`src/rtl/stream_adder_tree_if.sv`:
```
// Stream bundle for stream_adder_tree: N joined input channels and one sum output.
// The slave side is the adder; the master side is whatever feeds and drains it.
interface stream_adder_tree_if #(
    parameter int NUM_CHANNELS = 4,
    parameter int DATA_WIDTH   = 16,
    parameter int OUT_WIDTH    = 16
);
    logic [NUM_CHANNELS*DATA_WIDTH-1:0] data_i_tdata;
    logic [NUM_CHANNELS-1:0]            data_i_tvalid;
    logic [NUM_CHANNELS-1:0]            data_i_tready;
    logic [OUT_WIDTH-1:0]               data_o_tdata;
    logic                               data_o_tvalid;
    logic                               data_o_tready;
    logic                               overflow_o;

    modport master (
        output data_i_tdata, data_i_tvalid, data_o_tready,
        input  data_i_tready, data_o_tdata, data_o_tvalid, overflow_o
    );

    modport slave (
        input  data_i_tdata, data_i_tvalid, data_o_tready,
        output data_i_tready, data_o_tdata, data_o_tvalid, overflow_o
    );
endinterface

```
`src/rtl/stream_adder_tree.sv`:
```
// Joined N-channel signed adder with a pipelined binary tree and valid/ready flow control.
// Define STREAM_ADDER_TREE_SATURATE_EN to clamp the narrowed output and flag overflow; default wraps.
module stream_adder_tree #(
    parameter int                      NUM_CHANNELS = 4,
    parameter int                      DATA_WIDTH   = 16,
    parameter int                      OUT_WIDTH    = 16,
    parameter logic [NUM_CHANNELS-1:0] CH_SUB_MASK  = '0
) (
    input logic                clk,
    input logic                reset,
    stream_adder_tree_if.slave bus
);
    localparam int CLOG_N    = $clog2(NUM_CHANNELS);
    localparam int SUM_WIDTH = DATA_WIDTH + CLOG_N;
    localparam int L         = (CLOG_N < 1) ? 1 : CLOG_N;

    // Arrays are twice the channel count so every node has a partner; slots past
    // a level's live count stay zero, which turns an unpaired add into a pass-through.
    logic signed [SUM_WIDTH-1:0] operand [2*NUM_CHANNELS];
    logic signed [SUM_WIDTH-1:0] tree    [1:L][2*NUM_CHANNELS];
    logic        [L:1]           vld;
    logic signed [SUM_WIDTH-1:0] final_sum;
    logic [NUM_CHANNELS-1:0]     ready_raw;
    logic                        all_valid;
    logic                        ce;

    always_comb begin
        for (int k = 0; k < 2*NUM_CHANNELS; k++) begin
            operand[k] = '0;
        end
        for (int k = 0; k < NUM_CHANNELS; k++) begin
            operand[k] = SUM_WIDTH'($signed(bus.data_i_tdata[k*DATA_WIDTH +: DATA_WIDTH]));
            if (CH_SUB_MASK[k]) begin
                operand[k] = -operand[k];
            end
        end
    end

    always_comb begin
        for (int k = 0; k < NUM_CHANNELS; k++) begin
            ready_raw[k] = &(bus.data_i_tvalid | (NUM_CHANNELS'(1) << k));
        end
    end

    assign all_valid         = &bus.data_i_tvalid;
    assign ce                = ~vld[L] | bus.data_o_tready;
    assign bus.data_i_tready = (reset || !ce) ? '0 : ready_raw;
    assign bus.data_o_tvalid = vld[L];
    assign final_sum         = tree[L][0];

    always_ff @(posedge clk) begin
        if (reset) begin
            vld <= '0;
            for (int l = 1; l <= L; l++) begin
                for (int i = 0; i < 2*NUM_CHANNELS; i++) begin
                    tree[l][i] <= '0;
                end
            end
        end else if (ce) begin
            vld[1] <= all_valid;
            for (int l = 2; l <= L; l++) begin
                vld[l] <= vld[l-1];
            end
            for (int i = 0; i < 2*NUM_CHANNELS; i++) begin
                if (i < NUM_CHANNELS) begin
                    tree[1][i] <= operand[2*i] + operand[2*i+1];
                end else begin
                    tree[1][i] <= '0;
                end
            end
            for (int l = 2; l <= L; l++) begin
                for (int i = 0; i < 2*NUM_CHANNELS; i++) begin
                    if (i < NUM_CHANNELS) begin
                        tree[l][i] <= tree[l-1][2*i] + tree[l-1][2*i+1];
                    end else begin
                        tree[l][i] <= '0;
                    end
                end
            end
        end
    end

    generate
        if (OUT_WIDTH < SUM_WIDTH) begin : g_reduce
`ifdef STREAM_ADDER_TREE_SATURATE_EN
            localparam logic signed [SUM_WIDTH-1:0] SAT_MAX =
                {{(SUM_WIDTH-OUT_WIDTH+1){1'b0}}, {(OUT_WIDTH-1){1'b1}}};
            localparam logic signed [SUM_WIDTH-1:0] SAT_MIN =
                {{(SUM_WIDTH-OUT_WIDTH+1){1'b1}}, {(OUT_WIDTH-1){1'b0}}};

            always_comb begin
                bus.data_o_tdata = final_sum[OUT_WIDTH-1:0];
                bus.overflow_o   = 1'b0;
                if (final_sum > SAT_MAX) begin
                    bus.data_o_tdata = {1'b0, {(OUT_WIDTH-1){1'b1}}};
                    bus.overflow_o   = 1'b1;
                end else if (final_sum < SAT_MIN) begin
                    bus.data_o_tdata = {1'b1, {(OUT_WIDTH-1){1'b0}}};
                    bus.overflow_o   = 1'b1;
                end
            end
`else
            logic unused_hi;
            assign unused_hi        = ^final_sum[SUM_WIDTH-1:OUT_WIDTH];
            assign bus.data_o_tdata = final_sum[OUT_WIDTH-1:0];
            assign bus.overflow_o   = 1'b0;
`endif
        end else begin : g_full
            assign bus.data_o_tdata = final_sum;
            assign bus.overflow_o   = 1'b0;
        end
    endgenerate
endmodule

```
`src/flat_wrapper.sv`:
```
// flat-port wrapper written by rule: the top's interface ports become plain ports
module stream_adder_tree_flat 
#(
    parameter int                      NUM_CHANNELS = 4,
    parameter int                      DATA_WIDTH   = 16,
    parameter int                      OUT_WIDTH    = 16,
    parameter logic [NUM_CHANNELS-1:0] CH_SUB_MASK  = '0
)
  (clk, reset, bus_data_i_tdata, bus_data_i_tvalid, bus_data_o_tready, bus_data_i_tready, bus_data_o_tdata, bus_data_o_tvalid, bus_overflow_o);
  stream_adder_tree_if #(.NUM_CHANNELS(NUM_CHANNELS), .DATA_WIDTH(DATA_WIDTH), .OUT_WIDTH(OUT_WIDTH)) bus_i ();
  input logic clk;
  input logic reset;
  input wire logic [$bits(bus_i.data_i_tdata)-1:0] bus_data_i_tdata;
  input wire logic [$bits(bus_i.data_i_tvalid)-1:0] bus_data_i_tvalid;
  input wire logic [$bits(bus_i.data_o_tready)-1:0] bus_data_o_tready;
  output wire logic [$bits(bus_i.data_i_tready)-1:0] bus_data_i_tready;
  output wire logic [$bits(bus_i.data_o_tdata)-1:0] bus_data_o_tdata;
  output wire logic [$bits(bus_i.data_o_tvalid)-1:0] bus_data_o_tvalid;
  output wire logic [$bits(bus_i.overflow_o)-1:0] bus_overflow_o;
  assign bus_i.data_i_tdata = bus_data_i_tdata;
  assign bus_i.data_i_tvalid = bus_data_i_tvalid;
  assign bus_i.data_o_tready = bus_data_o_tready;
  assign bus_data_i_tready = bus_i.data_i_tready;
  assign bus_data_o_tdata = bus_i.data_o_tdata;
  assign bus_data_o_tvalid = bus_i.data_o_tvalid;
  assign bus_overflow_o = bus_i.overflow_o;
  stream_adder_tree #(.NUM_CHANNELS(NUM_CHANNELS), .DATA_WIDTH(DATA_WIDTH), .OUT_WIDTH(OUT_WIDTH), .CH_SUB_MASK(CH_SUB_MASK)) u_core (.clk(clk), .reset(reset), .bus(bus_i));
endmodule
```
`config.mk`:
```
export PLATFORM = sky130hd
export DESIGN_NAME = stream_adder_tree_flat
export DESIGN_NICKNAME = d
export VERILOG_FILES = /design/src/rtl/stream_adder_tree_if.sv /design/src/rtl/stream_adder_tree.sv /design/src/flat_wrapper.sv
export SDC_FILE = /design/constraint.sdc
export NUM_CORES = 1
export LEC_CHECK = 0
export ABC_AREA = 1
export BUFFER_PORTS_ARGS = -buffer_cell sky130_fd_sc_hd__buf_2
export CORE_MARGIN = 5
export CORE_UTILIZATION = 45
export CTS_CLUSTER_SIZE = 8
export DETAILED_ROUTE_END_ITERATION = 16
export PLACE_DENSITY = 0.71
export SLEW_MARGIN = 15
export SYNTH_ARGS = -nofsm -noshare
export SYNTH_HDL_FRONTEND = slang
export SYNTH_SLANG_ARGS = --single-unit
```
`constraint.sdc`:
```
create_clock -name clk -period 3.74 [get_ports clk]
set_clock_uncertainty 0.2 [all_clocks]
set_input_delay 0.935 -clock clk [delete_from_list [all_inputs] [get_ports clk]]
set_output_delay 0.935 -clock clk [all_outputs]
set_load 0.005 [all_outputs]
```
==> out/summary.txt, run 1 <==
Vias in the first global route: 4054
Metal-1 WL: 4380 um
Overall power: 1.67 mW
Antenna diodes: 0
Die area: 12400 um2
# setup viols final: 0
Top-area cell type share of the netlist area: 31.3%
Mapped Area: 4610 um2
Root buffer cell: clkbuf_8
First-pass GRT wire length: 17900 um
WL met2: 4880 um
Leak pwr: 3.00 nW
Total clock sinks: 50
TritonRoute pass-1 iters: 4
# hold bufs at CTS: 0
#FFs+latches synth: 50
Synth Warn #: 0
Top cell type by total area after synthesis: edfxtp_1
Critical path fanouts, max: 40
RSZ-0062 raised after global routing: false
DRC viols: 0
Post-synth EDFFs: 48
CTS buffer count: 5
Setup TNS Final: 0 ps
PwrDens: 315 nW/um2
Final hold viol count: 0
Port bufs: 91
Clk pin slew, worst setup/hold paths: 100 ps
Seq/Total Area, Yosys: 32.2%
Yosys cell types: 36
Max Root-Sink Buffers: 2
Initial drt markers: 204
Post-DP HPWL: 8300 um
Die width: 111 um
Setup crit end kind: primary output
Die Y: 111 um
Ys async rst share: 0%
Synth top area cells: edfxtp_1 (31%), nand2_1 (18%), ha_1 (12%)
Max Slew Vio Count: 0
WP data arrival: 1880 ps
Top-count cell post-synth: nand2_1
Max cap viols: 0
Largest net degree at the start of global routing: 50
H-tree Lvls: 2
Routability congestion estimate: 0.840
Worst rel slew slack: 27.6%
Maximum vdd drop: 0.164 mV
Ratio of cells with drive above 1 in the final layout: 19.1%
Worst hold slack: 263 ps
Vias: 4178
Fillers: 1009
Via/cell ratio: 4.67
CTS tree: yes
Worst Tran Pin Value: 1090 ps
Top Ports: 93
Final ANT Viol Nets: 0
Hold Path Class: register to register
Antenna violations before repair: 0
Starting Density: 45.4%
Post-CTS Setup Repair Bufs: 0
Uppermost layer routed: met4
DR WL/cell: 11.1 um
CP startpoint kind: primary input
DR WL met3: 469 um
Post-CTS sizing: 0
Post-synth top cells: nand2_1 (225), inv_1 (114), nor2_1 (77)
Crit path kind: primary input to primary output
FMAX: 332 MHz
Core area: 10100 um2
Average size of a mapped cell: 6.94 um2
Worst EP required: 2600 ps
Clock Latency Late Sink: 310 ps
Total GRT Usage: 16.9%
Minimum clock period: 3010 ps
Std-Cell Rows: 37
Period utilisation layout: 80.5%
Nets@finish: 876
Syn_nets: 783
Layout area overhead: 14.8%
Grt ovf: 0
Synth Instances: 664
WL final: 9890 um
Primary FF master, synth: edfxtp_1
Status: complete, no violations
critical path: stages:
cell	delay, ps
buf_2	130
nor2_4	110
buf_4	380
nand2_1	90
nor2_1	110
buf_2	120
sequential cells by signal, indices dropped and copies added, names as in the netlist:
name / flops
u_core.tree: 48
u_core.vld: 2
cells by family (layout without fill, tap and decap cells):
group | Yosys count | in the layout | share of synthesized area, %
other | 1 | 1 | 0.0814
flip-flops | 50 | 50 | 32.2
AND/OR/NAND/NOR | 372 | 372 | 35.7
adder cells (fa/ha/maj) | 48 | 48 | 13.5
buffers and inverters | 126 | 220 | 10.6
XOR/XNOR | 3 | 3 | 0.570
AO/OA/AOI/OAI | 64 | 64 | 7.39
through the flow:
stage                     util [%]  cell area, um2  instances  worst slack, ps
after floorplan                  -            4610        664             1160
after global placement        51.3            5200        886              776
after detailed placement      51.3            5200        886              730
after CTS                     52.2            5290        894              731
after global routing          52.2            5290        894              609
final                         52.2            5290        894              730
per-layer routing:
metal	GRT usage, %	up-vias
met2	30.4	97
met5	0	-
li1	-	2264
met3	2.40	12
met4	3.97	0
met1	21.5	1805
final cells by class:
type                            count  area, um2  area share (%)
Clock buffer                        5       68.8            1.30
Clock inverter                      3       18.8           0.355
Inverter                          120        450            8.52
Multi-Input combinational cell    488       2640            49.8
Sequential cell                    50       1480            28.0
Tap cell                          136        170            3.22
Timing Repair Buffer               92        463            8.75
report_power, final:
group | leakage [nW] | internal (mW) | switching (mW)
logic | 2.38 | 0.244 | 0.387
clock network | 0.0483 | 0.132 | 0.184
registers | 0.570 | 0.699 | 0.0226
placed cells by master, fill, tap and decap left out, types with 2 or more instances in the layout:
cell and n:
a21oi_1 45, buf_2 91, clkbuf_8 5, clkinv_2 2
dfxtp_1 2, edfxtp_1 48, fa_1 3, ha_1 45
inv_1 114, inv_2 6, nand2_1 225, nand2_2 13
nand3_1 24, nand3_2 4, nand3b_1 3, nand3b_4 2
nor2_1 77, nor2_2 3, nor2_4 2, nor3_2 8
nor3b_1 3, o21ai_0 14, or2_4 2, xnor2_1 3
final timing paths:
path / slack, ps / cells after the start / endpoint / from
setup / recovery: 730 / 6 / bus_data_i_tready[1] / reset
hold reg to reg: 260 / 2 / u_core.vld[2]$_SDFFE_PP0N_ / u_core.vld[1]$_SDFFE_PP0N_
hold / removal: 260 / 2 / u_core.vld[2]$_SDFFE_PP0N_ / u_core.vld[1]$_SDFFE_PP0N_
setup reg to reg: 1630 / 10 / u_core.tree[2][68]$_SDFFCE_PN0P_ / u_core.tree[1][36]$_SDFFCE_PN0P_
Note: power is estimated with default switching activity, not from simulation.
==> inputs of run 2 (changes only) <==
==> constraint.sdc (replaced) <==
create_clock -name clk -period 3.1 [get_ports clk]
set_clock_uncertainty 0.2 [all_clocks]
set_input_delay 0.775 -clock clk [delete_from_list [all_inputs] [get_ports clk]]
set_output_delay 0.775 -clock clk [all_outputs]
set_load 0.005 [all_outputs]
==> out/summary.txt, run 2 (same netlist as run 1, synthesis figures left out) <==
Top Ports: 93
# hold bufs at CTS: 0
Initial drt markers: 167
Root buffer cell: clkbuf_8
Total clock sinks: 50
Final Non-Filler Cells: 895
Hold Path Class: register to register
Commonest cells after routing, fill and taps aside: nand2_1 (225), inv_1 (114), buf_2 (91)
Std-Cell Rows: 37
DRC viols: 0
Hold path endpoint: u_core.vld[2]$_SDFFE_PP0N_
WP data arrival: 1380 ps
Max cap viols: 0
Vias: 4164
Setup TNS Final: 0 ps
TritonRoute pass-1 iters: 4
First-pass GRT wire length: 17100 um
Layout area overhead: 14.9%
Worst rel slew slack: 28.0%
Reg-to-reg startpoint: u_core.tree[1][36]$_SDFFCE_PN0P_
WL final: 9830 um
Ratio of cells with drive above 1 in the final layout: 19.0%
Hold path cells: 2
CTS buffer count: 5
DR WL/cell: 11.0 um
Antenna diodes: 0
Setup crit end kind: primary output
Register area: 1480 um2
Worst Tran Pin Value: 1080 ps
Core area: 10100 um2
Maximum vdd drop: 0.179 mV
Finished Core Util: 52.2%
Starting Density: 45.4%
Die Y: 111 um
Minimum clock period: 2350 ps
Vias in the first global route: 3975
Largest regs: u_core.tree (48), u_core.vld (2)
Critical hold path startpoint: u_core.vld[1]$_SDFFE_PP0N_
Max Slew Vio Count: 0
Clock Latency Late Sink: 300 ps
Via/cell ratio: 4.65
Die area: 12400 um2
Worst r2r dst: u_core.tree[2][68]$_SDFFCE_PN0P_
Period utilisation layout: 75.9%
H-tree Lvls: 2
Status: complete, no violations
RSZ-0062 raised after global routing: false
# setup viols final: 0
Routability congestion estimate: 0.858
Critical path fanouts, max: 4
Worst-case reg-to-reg path depth: 10
Leak pwr: 2.99 nW
Antenna violations before repair: 0
CP startpoint kind: primary input
Inst Count DP: 887
Final hold viol count: 0
Clk pin slew, worst setup/hold paths: 80 ps
Biggest register: u_core.tree
FMAX: 425 MHz
Max FFs per register: 48
CTS tree: yes
Die width: 111 um
Post-CTS Setup Repair Bufs: 0
Largest net degree at the start of global routing: 50
Worst EP required: 2120 ps
Commonest non-fill, non-tap cell in the layout: nand2_1
Max Root-Sink Buffers: 2
Post-DP HPWL: 8180 um
PwrDens: 379 nW/um2
Nets@finish: 877
Flop2flop setup slack: 1020 ps
Grt ovf: 0
Final ANT Viol Nets: 0
Port bufs: 91
Fillers: 994
Crit path kind: primary input to primary output
Post-CTS sizing: 0
Total GRT Usage: 16.3%
Area occupied by multi-input gates: 2640 um2
## run 2: cell types whose count changed in the layout (fill, tap and decap cells not counted)
| cell | before | now |
|---|---|---|
| clkbuf_1 | 0 | 2 |
| clkinv_2 | 2 | 0 |
| buf_4 | 1 | 2 |
| clkinvlp_4 | 0 | 1 |
| inv_6 | 1 | 0 |
## run 2: worst max path at each step
| stage | start | slack, ps | cells past startpoint | end |
|---|---|---|---|---|
| after CTS | bus_data_o_tready | 740 | 6 | bus_data_i_tready[3] |
| after global placement | bus_data_i_tdata[0] | 540 | 11 | u_core.tree[1][68]$_SDFFCE_PN0P_ |
| after global routing | reset | 690 | 5 | bus_data_i_tready[3] |
| after detailed placement | bus_data_i_tdata[0] | 490 | 11 | u_core.tree[1][68]$_SDFFCE_PN0P_ |
| final | bus_data_o_tready | 750 | 6 | bus_data_i_tready[3] |
| after floorplan | bus_data_i_tdata[0] | 770 | 10 | u_core.tree[1][68]$_SDFFCE_PN0P_ |
## run 2: per-layer routing
layer	wire, um	GRT usage (%)
met1	4580	20.4
met2	4670	28.9
met5	0	0
met4	133	4.06
met3	442	2.89
## run 2: power breakdown
part / leakage [nW] / total, mW / internal (mW) / switching [mW]
sequential: 0.570 / 0.871 / 0.843 / 0.0274
clock: 0.0385 / 0.375 / 0.160 / 0.214
combinational: 2.38 / 0.759 / 0.295 / 0.465
## run 2: critical path, stage by stage
cell,delay [ps]
buf_2,100
nor2_2,170
nor2_4,60
inv_1,90
nor2_1,60
buf_2,120
## run 2: stage by stage
stage / hold WS (ps) / setup slack, ps / area [um2] / total power [mW]
2_1_floorplan: 230 / 768 / 4610 / 1.43
3_3_place_gp: 246 / 536 / 5210 / 1.63
3_5_place_dp: 263 / 492 / 5210 / 1.65
4_1_cts: 275 / 740 / 5290 / 2.02
5_1_grt: 310 / 694 / 5290 / 2.17
6_report: 272 / 749 / 5290 / 2.00
## run 2: final cells by class
cell class                      instances  share of cell area, %
Multi-Input combinational cell        488                   49.8
Sequential cell                        50                   28.0
Timing Repair Buffer                   93                   8.89
Inverter                              120                   8.51
Tap cell                              136                   3.22
Clock buffer                            7                   1.44
Clock inverter                          1                  0.142
